### config.mk
export PLATFORM = sky130hd
export DESIGN_NAME = bus_decode_ctrl
export DESIGN_NICKNAME = d
export VERILOG_FILES = /design/src/rtl/bus_decode_ctrl.sv
export SDC_FILE = /design/constraint.sdc
export NUM_CORES = 1
export LEC_CHECK = 0
export ABC_AREA = 1
export CAP_MARGIN = 0
export CORE_ASPECT_RATIO = 0.8
export CORE_MARGIN = 2
export CORE_UTILIZATION = 35
export CTS_CLUSTER_DIAMETER = 150
export DETAILED_ROUTE_END_ITERATION = 12
export HOLD_SLACK_MARGIN = 0.02
export PLACE_DENSITY = 0.76
export SYNTH_ARGS = -nofsm -noshare
export SYNTH_HDL_FRONTEND = slang
export SYNTH_SLANG_ARGS = --single-unit
### constraint.sdc
create_clock -name CLOCK_50 -period 1.4 [get_ports CLOCK_50]
set_clock_uncertainty 0.05 [all_clocks]
set_input_delay 0.21 -clock CLOCK_50 [delete_from_list [all_inputs] [get_ports CLOCK_50]]
set_output_delay 0.21 -clock CLOCK_50 [all_outputs]
set_load 0.05 [all_outputs]
### src/rtl/bus_decode_ctrl.sv
// Memory-map decoder and bus-cycle controller: one-hot region enables, per-region wait states, read-data latch.
// Optional feature macro BUS_ERR_COUNT_EN adds a saturating err_count output counting bus_err pulses.
module bus_decode_ctrl #(
    parameter int NREG   = 4,
    parameter int ADDR_W = 16,
    parameter int DATA_W = 8,
    parameter int WAIT_W = 4,
    parameter logic [NREG*ADDR_W-1:0] REGION_BASE = {16'hF000, 16'h8000, 16'h4000, 16'h0000},
    parameter logic [NREG*ADDR_W-1:0] REGION_MASK = {16'hF000, 16'hF000, 16'hC000, 16'hC000},
    parameter logic [NREG*WAIT_W-1:0] REGION_WAIT = {4'd1, 4'd3, 4'd0, 4'd0}
) (
    input  logic                   CLOCK_50,
    input  logic                   res,
    input  logic                   bus_req,
    input  logic [ADDR_W-1:0]      cpu_adr,
    input  logic                   cpu_rw,
    input  logic [DATA_W-1:0]      cpu_dbo,
    input  logic [NREG*DATA_W-1:0] mem_dbi,
    output logic [NREG-1:0]        ce,
    output logic                   we,
    output logic [DATA_W-1:0]      mem_dbo,
    output logic [DATA_W-1:0]      cpu_dbi,
    output logic                   rdy,
    output logic                   bus_err
`ifdef BUS_ERR_COUNT_EN
    ,
    output logic [7:0]             err_count
`endif
);

    localparam int IDX_W = (NREG > 1) ? $clog2(NREG) : 1;
    localparam logic [WAIT_W-1:0] WAIT_ONE = 1;

    typedef enum logic [1:0] {IDLE, ACCESS, DONE} state_t;

    state_t            state, next_state;
    logic [NREG-1:0]   hit;
    logic [IDX_W-1:0]  hit_idx, idx_q;
    logic [WAIT_W-1:0] hit_wait, cnt_q;
    logic              any_hit, rw_q, accept;

    always_comb begin
        hit = '0;
        for (int i = 0; i < NREG; i++)
            hit[i] = ((cpu_adr ^ REGION_BASE[i*ADDR_W +: ADDR_W]) & REGION_MASK[i*ADDR_W +: ADDR_W]) == '0;
    end

    // Scanning downwards lets the lowest matching index overwrite any higher one.
    always_comb begin
        hit_idx = '0;
        for (int i = NREG - 1; i >= 0; i--)
            if (hit[i]) hit_idx = IDX_W'(i);
    end

    assign any_hit  = |hit;
    assign hit_wait = REGION_WAIT[int'(hit_idx)*WAIT_W +: WAIT_W];
    assign accept   = bus_req && (state != ACCESS);

    always_ff @(posedge CLOCK_50 or posedge res) begin
        if (res) state <= IDLE;
        else     state <= next_state;
    end

    always_comb begin
        next_state = state;
        case (state)
            IDLE, DONE: next_state = (bus_req && any_hit) ? ACCESS : IDLE;
            ACCESS:     next_state = (cnt_q == '0) ? DONE : ACCESS;
            default:    next_state = IDLE;
        endcase
    end

    always_comb begin
        ce  = '0;
        we  = 1'b0;
        rdy = 1'b1;
        if (state == ACCESS) begin
            ce[idx_q] = 1'b1;
            we        = ~rw_q;
            rdy       = 1'b0;
        end
    end

    // The wait counter only counts down to zero, so the largest wait value never wraps.
    always_ff @(posedge CLOCK_50 or posedge res) begin
        if (res) begin
            idx_q   <= '0;
            rw_q    <= 1'b1;
            cnt_q   <= '0;
            mem_dbo <= '0;
            cpu_dbi <= '1;
            bus_err <= 1'b0;
        end else begin
            bus_err <= 1'b0;
            if (accept) begin
                if (any_hit) begin
                    idx_q   <= hit_idx;
                    rw_q    <= cpu_rw;
                    cnt_q   <= hit_wait;
                    mem_dbo <= cpu_dbo;
                end else begin
                    bus_err <= 1'b1;
                    cpu_dbi <= '1;
                end
            end else if (state == ACCESS) begin
                if (cnt_q != '0)
                    cnt_q <= cnt_q - WAIT_ONE;
                else if (rw_q)
                    cpu_dbi <= mem_dbi[int'(idx_q)*DATA_W +: DATA_W];
            end
        end
    end

`ifdef BUS_ERR_COUNT_EN
    always_ff @(posedge CLOCK_50 or posedge res) begin
        if (res)
            err_count <= 8'd0;
        else if (accept && !any_hit && err_count != 8'hFF)
            err_count <= err_count + 8'd1;
    end
`endif

endmodule
# [Yosys cells after proc, flatten, opt, wreduce, memory -nomap -nowiden]
# Index checks and enable logic that the tools add are counted.
[classes] add_sub_neg=1 multipliers=0 div=0 n_lt_le_gt_ge=2 n_eq_ne=6 shifts=2 mux=23 bitwise=4 reduce_logical=18
[ops] op="16-bit logical NOT" count=4
[ops] op="8-bit 2-to-1 mux" count=5
[ops] op="32-bit by 6-bit variable part select with 8-bit output" count=1
[ops] op="4-bit 2-to-1 mux" count=5
[ops] op="16-bit by 5-bit variable part select with 4-bit output (first input constant)" count=1
[ops] op="2-bit 2-to-1 mux" count=5
[ops] op="1-bit 2-to-1 mux" count=6
[ops] op="2-bit != test (second input constant)" count=3
[ops] op="2-bit nonzero test" count=3
[ops] op="4-bit logical NOT" count=1
[ops] op="4-bit NOT" count=1
[ops] op="2-bit case mux with 2 select lines" count=1
[ops] op="4-bit AND reduction" count=1
[ops] op="4-bit nonzero test" count=1
[ops] op="4-bit OR reduction" count=1
[ops] op="4-bit by 1-bit subtractor with 4-bit output (second input constant)" count=1
[ops] op="1-bit logical AND" count=3
[ops] op="2-bit by 3-bit < comparator with 1-bit output (second input constant)" count=1
[ops] op="1-bit NOT" count=3
[ops] op="3-bit AND reduction" count=1
[ops] op="1-bit demux with 2-bit select" count=1
[ops] op="2-bit by 1-bit equality test with 1-bit output (second input constant)" count=1
[ops] op="2-bit equality test (second input constant)" count=1
[ops] op="2-bit by 1-bit greater-or-equal comparator with 1-bit output (second input constant)" count=1
[ops] op="other kinds (4)" count=4
[word_totals] reg_bits=26 latchBits=0 ram_bits=0 romBits=0 inputBits=60 output_inout_bits=23 wordCells=63 mem_count=0

# [Longest topological paths before layout]
[depth] depth_word=9 ltp_mapped=10 ltp_nobuf=10

# [Worst setup path before layout]
# Ideal clock, no wire load.
[synth_path] kind="register to output" from="reg idx_q[1]" to="out ce[0]" t_arrival_ns=1.799 t_required_ns=1.140 path_slack_ns=-0.659 stages_incl_launch_ff=4 path_buffers=2 path_cell_list="dfrtp_1 buf_2 buf_2 nor3_1"
[synth_between] elab_chain_cells=5 word_cells_on_any_way=6 classes_between="2 x order compare; 3 x mux; 1 x reduce/logical"
[synth_lines] element="start: declaration" line="38" source="logic [IDX_W-1:0] hit_idx, idx_q;"
[synth_lines] element="start signal: assignment" line="97" source="idx_q <= hit_idx;"
[synth_lines] element="2-bit by 3-bit < comparator with 1-bit output (not written as such) / 2-bit by 1-bit greater-or-equal comparator with 1-bit output (equally long branches)" line="78" source="ce[idx_q] = 1'b1;"
[synth_lines] element="1-bit logical AND (not written as such)" line="78"
[synth_lines] element="1-bit 2-to-1 mux (not written as such)" line="78"
[synth_lines] element="1-bit demux with 2-bit select *" line="78"
[synth_lines] element="4-bit 2-to-1 mux *" line="77" source="if (state == ACCESS) begin"
[synth_lines] element="end: declaration" line="19" source="output logic [NREG-1:0] ce,"
# Every way passes the cells marked *; elsewhere a longest branch is shown, timed or not.

# [Worst setup path after layout]
[layout_path] from="reg idx_q[0]" to="out ce[0]"
# The elaborated chain is that of the path after synthesis.

==> metrics <==
Worst-Margin Slew=296 ps; register area share after synthesis=42.5%; # DRC=0; Hold Buf Count CTS=0; drt pass-1 iters=4; Synth top area share=27.3%; GP Congestion=0.824; Peak VDD IR=1.28 mV; Mapped Cells=211; die extent in x=78.6 um; clk buf depth=2; Initial DRC Count=124; Worst Path Buf+Inv=2; CP max-delay cell=dfrtp_1; Inst Count DP=346; final cycle utilization of the critical path=107%; Static Leakage=1.46 nW; Via density=5.16; die height=63.7 um; Worst Setup End Kind=output pin; Finished Layout Cells=365; dominant synthesized flop cell=dfrtp_1; count of flip-flops with a built-in enable after synthesis=0; Mapped Area=0.00156 mm2; Synth area leaders=dfrtp_1 (27%), nand3_1 (18%), dfstp_2 (15%); relative slew slack=80.2%; MaxCap Viol Count=0; CORE AREA=0.00423 mm2; overall routed net length=5620 um; Data arrival, critical path=1240 ps; Vias=1885; Critical Path RT=1140 ps; Avg Inst Size Synth=7.38 um2; synth cell count leaders=nand2_1 (60), nand3_1 (56), dfrtp_1 (17); Slew Limit Fails=0; total gr overflow=0; first-pass GRT wire length=8850 um; Critical Path Stages=3; PwrDens=2340 mW/mm2; total negative slack=-1380 ps; failing checks=setup timing; reg2reg setup slack=-100 ps; FF-to-FF Start=cnt_q[1]$_DFFE_PP0P_; Routed Antenna Nets=0; input/output buffers=70; initial core utilization=36.8%; root buf cell=clkbuf_8; initial antenna violation count=0; number of global-route vias before repair=1828; Die Area=0.00500 mm2; antenna cells=0; H-Tree Depth=1; post-synthesis cell type count=23; fraction of layout cells with a size suffix above 1=39.0%; # rows=21; largest net degree at the start of global routing=27; critical path class=flip-flop to output pin; clk sinks=26; Fin. Hold Viols=0; minimum clock period=1500 ps; Worst-path clk slew=90 ps; worst-skew pair later-pin latency=270 ps; number of cells on the worst reg-to-reg path=10; Max Freq=665 MHz; I/O pin count=83; Critical Path Source Type=flip-flop; CP startpoint=idx_q[0]$_DFFE_PP0P_; syn_nets=272; cell family with most CP delay=flip-flops; dpl hpwl=3470 um; most common cell in the netlist=nand2_1; CP endpoint=ce[0]; Synth-to-Final Area Change=98.6%; worst setup margin=-103 ps; unrepaired setup endpoints after global routing=yes; Crit Path Max Fanout=14; Design Power=7.24 mW; Worst R2R End=cpu_dbi[6]$_DFFE_PP1P_; Critical Path Max Stage Delay=430 ps; final net count=370; CTS tree=built; drt wl/cell=15.4 um; worst path cell trace=buf_6, nor3_4, buf_12; status=finished with violations; Yosys warning count=0; Yosys reg bits=26; Worst Hold Class=input port to async pin; CTS buffer count=3; async set-or-reset flop fraction in the synthesized netlist=100%; top cell type by total area after synthesis=dfrtp_1; All-Layer GR Usage=22.2%; final setup violation count=18
[worst register-to-register path: cells and delay by family (launching register included)]
kind,cells,cell delay [ps]
fa+ha+maj,1,140
flops,1,390
simple gates,7,730
buf+inv,2,120
[layout make-up]
class                   instances  area, um2
multi-input cells             155       1010
well taps                      57       71.3
repair buffers                 99       1200
flip-flops and latches         26        663
fillers                       283       1140
inverters                      24        100
clock buffers                   4       45.0
[layout by cell type (no fill, tap or decap), types with 10 or more instances in the layout]
cell / synthesis / final
buf_12: 0 / 25
buf_4: 1 / 20
clkdlybuf4s50_1: 0 / 47
dfrtp_1: 17 / 16
inv_1: 15 / 12
nand2_1: 60 / 43
nand2_2: 3 / 12
nand2_4: 2 / 10
nand3_1: 56 / 51
nand4_1: 10 / 10
[how the worst min path moves through the flow]
stage                startpoint                      to  cells after the start
5_1_grt                     res  mem_dbo[6]$_DFFE_PP0P_                      3
2_1_floorplan               res       bus_err$_DFF_PP0_                      1
6_report                    res  mem_dbo[6]$_DFFE_PP0P_                      3
3_5_place_dp   rw_q$_DFFE_PP1P_        rw_q$_DFFE_PP1P_                      2
3_3_place_gp   rw_q$_DFFE_PP1P_        rw_q$_DFFE_PP1P_                      2
4_1_cts                     res  mem_dbo[6]$_DFFE_PP0P_                      3
[through the flow]
| stage | cell area, um2 | hold WS, ps | util, % | worst slack, ps |
|---|---|---|---|---|
| final | 3090 | 235 | 73.1 | -103 |
| after global routing | 3090 | 244 | 73.1 | -162 |
| after CTS | 2940 | 244 | 69.5 | -124 |
| after detailed placement | 2710 | 448 | 64.0 | -184 |
| after global placement | 2710 | 436 | 64.0 | -141 |
| after floorplan | 1620 | 193 | - | -60.3 |
[kinds of logic (layout without fill, tap and decap cells)]
logic type,after synthesis,in the layout,synth area share [%]
simple gates,146,149,46.0
compound gates,5,5,1.61
flops,26,26,42.5
fa+ha+maj,1,1,0.803
buf+inv,33,127,9.08
[per-layer routing]
metal / vias up / global-route usage, % / part of all wire, %
li1: 900 / - / -
met1: 895 / 28.2 / 39
met2: 77 / 38.1 / 50
met3: 13 / 6.30 / 8.7
met4: 0 / 3.95 / 2.2
met5: - / 0 / 0
[report_power, final]
| part | internal (mW) | leakage [nW] | switching, mW |
|---|---|---|---|
| registers | 1.21 | 0.309 | 0.408 |
| logic | 2.36 | 1.13 | 2.84 |
| clock network | 0.204 | 0.0228 | 0.225 |
| total | 3.77 | 1.46 | 3.47 |
[flip-flops by register name, summed over array words and instances (netlist names)]
register and count:
bus_err 1, mem_dbo 8, rw_q 1, idx_q 2, cpu_dbi 8, cnt_q 4, state 2
[repair_timing]
item	CTS	global route
setup buffers	8	6
gates cloned	3	0
resized for setup	29	28
pin swaps	15	12
endpoints found under the setup margin	17	32
Note: power is estimated with default switching activity, not from simulation.
